### config.mk
export PLATFORM = sky130hd
export DESIGN_NAME = ball_ctrl
export DESIGN_NICKNAME = d
export VERILOG_FILES = /design/src/rtl/pong_pkg.sv /design/src/rtl/ball_step.sv /design/src/rtl/ball_ctrl.sv
export SDC_FILE = /design/constraint.sdc
export NUM_CORES = 1
export LEC_CHECK = 0
export ABC_CLOCK_PERIOD_IN_PS = 5700
export BUFFER_PORTS_ARGS = -buffer_cell sky130_fd_sc_hd__buf_2
export CAP_MARGIN = 10
export CORE_ASPECT_RATIO = 0.6
export CORE_MARGIN = 1
export CORE_UTILIZATION = 45
export DETAILED_ROUTE_END_ITERATION = 16
export GPL_ROUTABILITY_DRIVEN = 0
export GPL_TIMING_DRIVEN = 0
export PLACE_DENSITY = 0.63
export SLEW_MARGIN = 20
export SYNTH_ARGS = -nofsm -noshare
export SYNTH_HDL_FRONTEND = slang
export SYNTH_SLANG_ARGS = --single-unit
export TNS_END_PERCENT = 30
### constraint.sdc
create_clock -name clk -period 5.7 [get_ports clk]
set_clock_uncertainty 0.2 [all_clocks]
set_input_delay 1.14 -clock clk [delete_from_list [all_inputs] [get_ports clk]]
set_output_delay 1.14 -clock clk [all_outputs]
set_load 0.01 [all_outputs]
### src/rtl/pong_pkg.sv
// Shared pong definitions: controller state encoding, motion directions and the
// default screen and paddle geometry used by the ball, sprite and paddle logic.
package pong_pkg;

  localparam int unsigned DefHRes  = 640;
  localparam int unsigned DefVRes  = 480;
  localparam int unsigned DefBall  = 10;
  localparam int unsigned DefPadXl = 20;
  localparam int unsigned DefPadXr = 620;
  localparam int unsigned DefPadW  = 10;
  localparam int unsigned DefPadH  = 60;

  typedef enum logic [1:0] {
    StIdle,
    StServe,
    StPlay,
    StOver
  } ball_state_e;

  // DirPos is rightward on x and downward on y.
  typedef enum logic {
    DirNeg,
    DirPos
  } dir_e;

  function automatic logic [10:0] abs_diff(input logic [10:0] a, input logic [10:0] b);
    return (a >= b) ? (a - b) : (b - a);
  endfunction

endpackage

### src/rtl/ball_step.sv
// One-frame ball motion: wall bounces, paddle hits and misses, computed combinationally.
// Every lower-bound compare is taken before any subtraction so coordinates never wrap.
module ball_step
  import pong_pkg::*;
#(
  parameter int unsigned H_RES  = DefHRes,
  parameter int unsigned V_RES  = DefVRes,
  parameter int unsigned BALL   = DefBall,
  parameter int unsigned SPEED  = 2,
  parameter int unsigned PAD_XL = DefPadXl,
  parameter int unsigned PAD_XR = DefPadXr,
  parameter int unsigned PAD_W  = DefPadW,
  parameter int unsigned PAD_H  = DefPadH
) (
  input  logic [10:0] x_i,
  input  logic [10:0] y_i,
  input  dir_e        dx_i,
  input  dir_e        dy_i,
  input  logic [10:0] lpad_y_i,
  input  logic [10:0] rpad_y_i,
  output logic [10:0] x_o,
  output logic [10:0] y_o,
  output dir_e        dx_o,
  output dir_e        dy_o,
  output logic        score_l_o,
  output logic        score_r_o
);

  localparam int unsigned Half = BALL / 2;

  localparam logic [10:0] Step      = 11'(SPEED);
  localparam logic [10:0] YTop      = 11'(Half);
  localparam logic [10:0] YTopLim   = 11'(Half + SPEED);
  localparam logic [10:0] YBot      = 11'(V_RES - 1 - Half);
  localparam logic [10:0] YBotLim   = 11'(V_RES - 1 - Half - SPEED);
  localparam logic [10:0] XlFace    = 11'(PAD_XL + PAD_W / 2 + Half);
  localparam logic [10:0] XlLim     = 11'(PAD_XL + PAD_W / 2 + Half + SPEED);
  localparam logic [10:0] XrFace    = 11'(PAD_XR - PAD_W / 2 - Half);
  localparam logic [10:0] XrLim     = 11'(PAD_XR - PAD_W / 2 - Half - SPEED);
  localparam logic [10:0] XlMissLim = 11'(Half + SPEED);
  localparam logic [10:0] XrMissLim = 11'(H_RES - 1 - Half - SPEED);
  localparam logic [10:0] Reach     = 11'(PAD_H / 2 + Half);

  logic l_near, r_near;

  assign l_near = (abs_diff(y_i, lpad_y_i) <= Reach);
  assign r_near = (abs_diff(y_i, rpad_y_i) <= Reach);

  always_comb begin
    x_o       = x_i;
    y_o       = y_i;
    dx_o      = dx_i;
    dy_o      = dy_i;
    score_l_o = 1'b0;
    score_r_o = 1'b0;

    if (dy_i == DirPos) begin
      if (y_i >= YBotLim) begin
        y_o  = YBot;
        dy_o = DirNeg;
      end else begin
        y_o = y_i + Step;
      end
    end else begin
      if (y_i <= YTopLim) begin
        y_o  = YTop;
        dy_o = DirPos;
      end else begin
        y_o = y_i - Step;
      end
    end

    // A paddle hit is checked before the miss so it wins when both apply.
    if (dx_i == DirNeg) begin
      if ((x_i <= XlLim) && l_near) begin
        x_o  = XlFace;
        dx_o = DirPos;
      end else if (x_i <= XlMissLim) begin
        score_r_o = 1'b1;
      end else begin
        x_o = x_i - Step;
      end
    end else begin
      if ((x_i >= XrLim) && r_near) begin
        x_o  = XrFace;
        dx_o = DirNeg;
      end else if (x_i >= XrMissLim) begin
        score_l_o = 1'b1;
      end else begin
        x_o = x_i + Step;
      end
    end
  end

endmodule

### src/rtl/ball_ctrl.sv
// Pong ball controller: serve delay, per-frame ball motion, scoring and game-over.
// All outputs come straight from registers updated by the single FSM process.
module ball_ctrl
  import pong_pkg::*;
#(
  parameter int unsigned H_RES        = DefHRes,
  parameter int unsigned V_RES        = DefVRes,
  parameter int unsigned BALL         = DefBall,
  parameter int unsigned SPEED        = 2,
  parameter int unsigned PAD_XL       = DefPadXl,
  parameter int unsigned PAD_XR       = DefPadXr,
  parameter int unsigned PAD_W        = DefPadW,
  parameter int unsigned PAD_H        = DefPadH,
  parameter int unsigned SERVE_FRAMES = 60,
  parameter int unsigned WIN_SCORE    = 9
) (
  input  logic        clk,
  input  logic        rst,
  input  logic        frame_tick,
  input  logic        start,
  input  logic [10:0] lpad_y,
  input  logic [10:0] rpad_y,
  output logic [10:0] ball_x,
  output logic [10:0] ball_y,
  output logic        ball_visible,
  output logic [3:0]  score_l,
  output logic [3:0]  score_r,
  output logic        point,
  output logic        game_over
);

  localparam int unsigned CntW = (SERVE_FRAMES > 1) ? $clog2(SERVE_FRAMES) : 1;

  localparam logic [CntW-1:0] CntLast  = CntW'(SERVE_FRAMES - 1);
  localparam logic [10:0]     CentreX  = 11'(H_RES / 2);
  localparam logic [10:0]     CentreY  = 11'(V_RES / 2);
  localparam logic [3:0]      WinScore = 4'(WIN_SCORE);

  ball_state_e     state_q;
  logic [10:0]     ball_x_q, ball_y_q;
  dir_e            dx_q, dy_q;
  logic [CntW-1:0] cnt_q;
  logic [3:0]      score_l_q, score_r_q;
  logic            point_q, over_q, vis_q;

  logic [10:0] step_x, step_y;
  dir_e        step_dx, step_dy;
  logic        step_score_l, step_score_r;
  logic [3:0]  score_l_inc, score_r_inc;

  ball_step #(
    .H_RES  (H_RES),
    .V_RES  (V_RES),
    .BALL   (BALL),
    .SPEED  (SPEED),
    .PAD_XL (PAD_XL),
    .PAD_XR (PAD_XR),
    .PAD_W  (PAD_W),
    .PAD_H  (PAD_H)
  ) u_ball_step (
    .x_i       (ball_x_q),
    .y_i       (ball_y_q),
    .dx_i      (dx_q),
    .dy_i      (dy_q),
    .lpad_y_i  (lpad_y),
    .rpad_y_i  (rpad_y),
    .x_o       (step_x),
    .y_o       (step_y),
    .dx_o      (step_dx),
    .dy_o      (step_dy),
    .score_l_o (step_score_l),
    .score_r_o (step_score_r)
  );

  assign score_l_inc = (score_l_q >= WinScore) ? WinScore : score_l_q + 4'd1;
  assign score_r_inc = (score_r_q >= WinScore) ? WinScore : score_r_q + 4'd1;

  always_ff @(posedge clk) begin
    if (rst) begin
      state_q   <= StIdle;
      ball_x_q  <= CentreX;
      ball_y_q  <= CentreY;
      dx_q      <= DirPos;
      dy_q      <= DirPos;
      cnt_q     <= '0;
      score_l_q <= 4'd0;
      score_r_q <= 4'd0;
      point_q   <= 1'b0;
      over_q    <= 1'b0;
      vis_q     <= 1'b0;
    end else begin
      point_q <= 1'b0;
      case (state_q)
        StIdle, StOver: begin
          // start outranks a coincident frame_tick; ticks are otherwise ignored here.
          if (start) begin
            state_q   <= StServe;
            score_l_q <= 4'd0;
            score_r_q <= 4'd0;
            cnt_q     <= '0;
            ball_x_q  <= CentreX;
            ball_y_q  <= CentreY;
            vis_q     <= 1'b1;
            over_q    <= 1'b0;
          end
        end
        StServe: begin
          if (frame_tick) begin
            if (cnt_q == CntLast) begin
              cnt_q   <= '0;
              state_q <= StPlay;
            end else begin
              cnt_q <= cnt_q + 1'b1;
            end
          end
        end
        StPlay: begin
          if (frame_tick) begin
            dy_q <= step_dy;
            if (step_score_r) begin
              score_r_q <= score_r_inc;
              point_q   <= 1'b1;
              ball_x_q  <= CentreX;
              ball_y_q  <= CentreY;
              dx_q      <= DirNeg;
              cnt_q     <= '0;
              if (score_r_inc < WinScore) begin
                state_q <= StServe;
              end else begin
                state_q <= StOver;
                vis_q   <= 1'b0;
                over_q  <= 1'b1;
              end
            end else if (step_score_l) begin
              score_l_q <= score_l_inc;
              point_q   <= 1'b1;
              ball_x_q  <= CentreX;
              ball_y_q  <= CentreY;
              dx_q      <= DirPos;
              cnt_q     <= '0;
              if (score_l_inc < WinScore) begin
                state_q <= StServe;
              end else begin
                state_q <= StOver;
                vis_q   <= 1'b0;
                over_q  <= 1'b1;
              end
            end else begin
              ball_x_q <= step_x;
              ball_y_q <= step_y;
              dx_q     <= step_dx;
            end
          end
        end
        default: state_q <= StIdle;
      endcase
    end
  end

  assign ball_x       = ball_x_q;
  assign ball_y       = ball_y_q;
  assign ball_visible = vis_q;
  assign score_l      = score_l_q;
  assign score_r      = score_r_q;
  assign point        = point_q;
  assign game_over    = over_q;

endmodule

Yosys cells after proc, flatten, opt, wreduce, memory -nomap -nowiden
Index checks and enable logic that the tools add are counted.
Widths: inputs -> output; s select.

word-level totals
  register bits = 43
  latch bits = 0
  memory bits (writable) = 0
  ROM bits = 0
  bits of input ports = 26
  output and inout bits = 33
  word-level logic and storage cells = 144
  memories kept = 0

operators by class
  $add $sub $neg = 11
  multiply operators = 0
  div/mod/pow operators = 0
  magnitude comparators = 14
  equality and inequality tests = 16
  shift operators = 0
  mux-type cells = 76
  bitwise gates (word level) = 2
  reduce and logical (&&, ||, !) cells = 14

operator list
  kind                   number
  $mux 11                18
  $pmux 11 s2            2
  $sub 11x11->11         4
  $mux 6                 6
  $le 11x6->1 const B    3
  $mux 4                 8
  $mux 1                 28
  $add 11x2->11 const B  2
  $ge 11x10->1 const B   2
  $ge 11x11->1           2
  $le 11x3->1 const B    2
  $sub 11x2->11 const B  2
  $pmux 6 s3             1
  $mux 2                 8
  $pmux 4 s2             2
  $reduce_and 5->1       3
  $ne 2x2->1 const B     7
  $ne 6x5->1 const B     2
  $ge 11x9->1 const B    1
  $ne 3x3->1 const B     3
  $add 4x1->4 const B    2
  $ge 4x4->1 const B     2
  $lt 4x4->1 const B     2
  $reduce_and 4->1       2
  other kinds (15)       19

Longest topological paths before layout
  depth in word-level cells = 10
  mapped depth = 16
  mapped depth without buffers = 14

By module
From an unflattened synthesis, not the netlist that was laid out.

second synthesis, totals
  cell total of the unflattened synthesis = 729
  area total of the unflattened synthesis = 5,328.9 um^2

by module, submodules not included
  module     instances  cells each  area an instance (um^2)  seq. area each (um^2)
  ball_step  1          486         3,269.4                  0.0
  ball_ctrl  1          243         2,059.5                  860.8

Worst setup path after synthesis
OpenSTA, ideal clock, no wires.

  kind = input port to flip-flop
  from = in lpad_y[0]
  to = reg ball_y_q[3] (netlist: ball_y[3])
  setup time = 0.070 ns
  arrival = 4.276 ns
  data required time = 5.430 ns
  path slack = 1.154 ns
  cell stages on the path = 15
  buffers on the path = 1
  cell sequence = inv_1 ha_1 inv_1 fa_1 a21o_1 a221oi_1 mux2i_1 o21ai_0 a2111oi_2 o2111ai_2 o2111ai_4 nand2b_2 buf_6 or4_1 a21oi_1

on the way
  cells in the longest elaborated chain, start to end = 9
  elaborated cells between the ends (all ways) = 11
  classes of those cells = add/sub (2); order compare (2); mux (6); reduce/logical (1)

ends and longest elaborated chain
  what                                            RTL line          RTL
  from (decl)                                     ball_ctrl.sv:21   input logic [10:0] lpad_y,
  $sub 11x11->11 or $ge 11x11->1 (tied branches)  pong_pkg.sv:27    return (a >= b) ? (a - b) : (b - a);
  $mux 11 *                                       pong_pkg.sv:27
  $le 11x6->1 *                                   ball_step.sv:46   assign l_near = (abs_diff(y_i, lpad_y_i) <= Reach);
  $logic_and 1x1->1 *                             ball_step.sv:75   if ((x_i <= XlLim) && l_near) begin
  $mux 1 *                                        ball_step.sv:75
  $mux 1 *                                        ball_step.sv:74   if (dx_i == DirNeg) begin
  $mux 11 *                                       ball_ctrl.sv:120  if (step_score_r) begin
  $mux 11 *                                       ball_ctrl.sv:118  if (frame_tick) begin
  $pmux 11 s2 *                                   ball_ctrl.sv:93   case (state_q)
  to (signal assigned)                            ball_ctrl.sv:102  ball_y_q <= CentreY;
  to (signal assigned)                            ball_ctrl.sv:124  ball_y_q <= CentreY;
  to (signal assigned)                            ball_ctrl.sv:138  ball_y_q <= CentreY;
  to (decl)                                       ball_ctrl.sv:40   logic [10:0] ball_x_q, ball_y_q;

Mark *: on every way between the ends. The rest lies on a longest branch, timed or not. The select of a mux whose other input is x is not followed.
A chain may end at the register's enable or synchronous reset.

Final worst setup path
Same ends and word-level chain as after synthesis.

==> run metrics <==
# clock sinks 42; die width 143 um; cts hold-fix bufs 0; area grow syn2layout 12.6%; die area 12400 um2; Worst Tran Pin Value 1.06 ns; Hold Crit Class reg -> reg; H-tree Lvls 2; Post-Syn Area 5380 um2; CP endpoint kind flip-flop; Max FO, Critical Path 10; Yosys cell types 79; Yosys warnings 0; initial antenna violation count 0; Area contributors post-synth dfxtp_1 16%, ha_1 13%, a21oi_1 5.9%; vias in the first global route 5338; ys async rst share 0; DP Wirelength 13.9 mm; fin crit period 5.24 ns; hold_ws 0.285 ns; Fmax 0.191 GHz; final setup vio count 0; first-pass GRT wire length 28.2 mm; Synth Flop Type dfxtp_1; WP data required 5.72 ns; VDD IR max 0.000147 V; Slew Limit Fails 0; Synth top area share 0.156; largest net degree at the start of global routing 15; most frequent CP cell inv_1; Post-synth EDFFs 0; crit-path max cell delay 0.54 ns; worst rel slew slack 0.283; WL final 17.7 mm; # diodes 0; via count 6111; total power 1.30 mW; power per cell area 215 nW/um2; crit path kind in -> reg; Seq/Total Area, Yosys 0.156; synthesis-stage register bit count 42; clock latency on the worst-skew pair 0.30 ns; row cnt 30; CTS max path bufs 2; Worst Path Arrival 5.26 ns; status finished, final reports clean; Pleak 2.59 nW; total track usage 0.290; Synth top cells by count 78 x nand2_1, 65 x inv_1, 63 x a21oi_1, 57 x ha_1, 55 x nor2_1; Syn Nets 837; total negative slack 0 ns; Die Y 86.7 um; cts bufs inserted 5; top-count cell post-synth nand2_1; share of cells above drive strength 1 0.120; WL per Instance 18.2 um; count of final hold-check violations 0; Synth Instances 750; core area 11500 um2; CTS clk-pin slew, worst paths 0.07 ns; RSZ-0062 raised after global routing false; crit start category input pin; leading area contributor after synthesis dfxtp_1; CTS root buf clkbuf_16; fin crit share 0.919; Max-Cap Viols 0; Congestion Overflow GR 0; Starting Density 0.469; worst path cell trace buf_2 -> inv_1 -> ha_1 -> inv_1 -> fa_1 -> a21o_1 -> a221oi_1 -> mux2i_1 -> o21ai_0 -> a2111oi_2 -> o2111ai_2 -> o2111ai_4 -> nand2b_2 -> buf_6 -> or4_1 -> a21oi_1; CP max stage cell a221oi_1; # resized after CTS 0; IO Pins 59; CTS tree built; vias per inst 6.27; drt drc 0; Final nets 901; Synth Area per Inst 7.18 um2; Port Buffers 57; DR pass1 iterations 9; ANT nets after route 0; Setup Buffers After CTS 0; DRT iter0 DRCs 711
==> state kept, by name, summed over array words and instances, names as in the netlist, 2 cells and up <==
register	cells
ball_x	10
ball_y	11
cnt_q	6
score_l	4
score_r	4
state_q	2
==> worst max-delay path: cells and delay by family <==
| family | cells | cell delay, ns |
|---|---|---|
| mux | 1 | 0.24 |
| fa+ha+maj | 2 | 0.67 |
| buf+inv | 4 | 0.39 |
| simple gates | 2 | 0.61 |
| compound gates | 7 | 2.21 |
==> cell families (layout without fill, tap and decap cells) <==
kind of cell,count (synthesis),after routing,synth area share
xor gates and xnor gates,23,23,0.0374
muxes,7,7,0.0132
AOI/OAI and AO/OA,257,257,0.329
buffers and inverters,104,169,0.0800
adders and majority gates,61,61,0.147
other,1,1,0.000697
DFF,42,42,0.156
and+or+nand+nor,255,255,0.236
==> cell type report <==
type / count / area [um2]
Inverter: 65 / 244
Timing Repair Buffer: 57 / 285
Tap cell: 160 / 200
Sequential cell: 42 / 841
Buffer: 39 / 186
Clock inverter: 3 / 68.8
Clock buffer: 5 / 125
Multi-Input combinational cell: 604 / 4110
Fill cell: 1173 / 5420
==> where the power goes <==
group / switching, mW / internal, mW
logic: 0.389 / 0.203
registers: 0.0193 / 0.308
clock network: 0.132 / 0.252
total: 0.541 / 0.763
==> layout by cell type, fill, tap and decap left out, drive strengths merged, types with 12 or more instances in the layout <==
master	Yosys	final
a21oi	63	63
xnor2	14	14
nand3	27	27
o21ai	55	55
ha	57	57
a31oi	14	14
dfxtp	42	42
nor3	12	12
nand2	78	78
clkbuf	22	27
o211ai	18	18
inv	65	65
nor2	55	55
buf	17	74
==> per-stage QoR <==
stage / std cells / instance area, um2 / worst slack, ns / utilization
after CTS: 975 / 6060 / 0.539 / 0.528
after global placement: 967 / 5870 / 0.296 / 0.511
after global routing: 975 / 6060 / 0.223 / 0.528
after floorplan: 750 / 5380 / 1.15 / -
final: 975 / 6060 / 0.460 / 0.528
after detailed placement: 967 / 5870 / 0.229 / 0.511
==> routing by layer <==
metal  GRT usage  vias to the layer above  wire, um
li1            -                     2890         -
met1       0.451                     2894      8810
met2       0.406                      310      7100
met3      0.0575                       17      1690
met4      0.0430                        0       109
met5           0                        -         0
==> final timing paths <==
path	slack, ns	cells past startpoint	start	end
hold reg to reg	0.29	1	game_over	game_over
setup reg to reg	0.58	13	ball_y[1]	ball_y[3]
setup / recovery	0.46	16	lpad_y[0]	ball_y[3]
hold / removal	0.29	1	game_over	game_over
(Power assumes the default switching activity.)
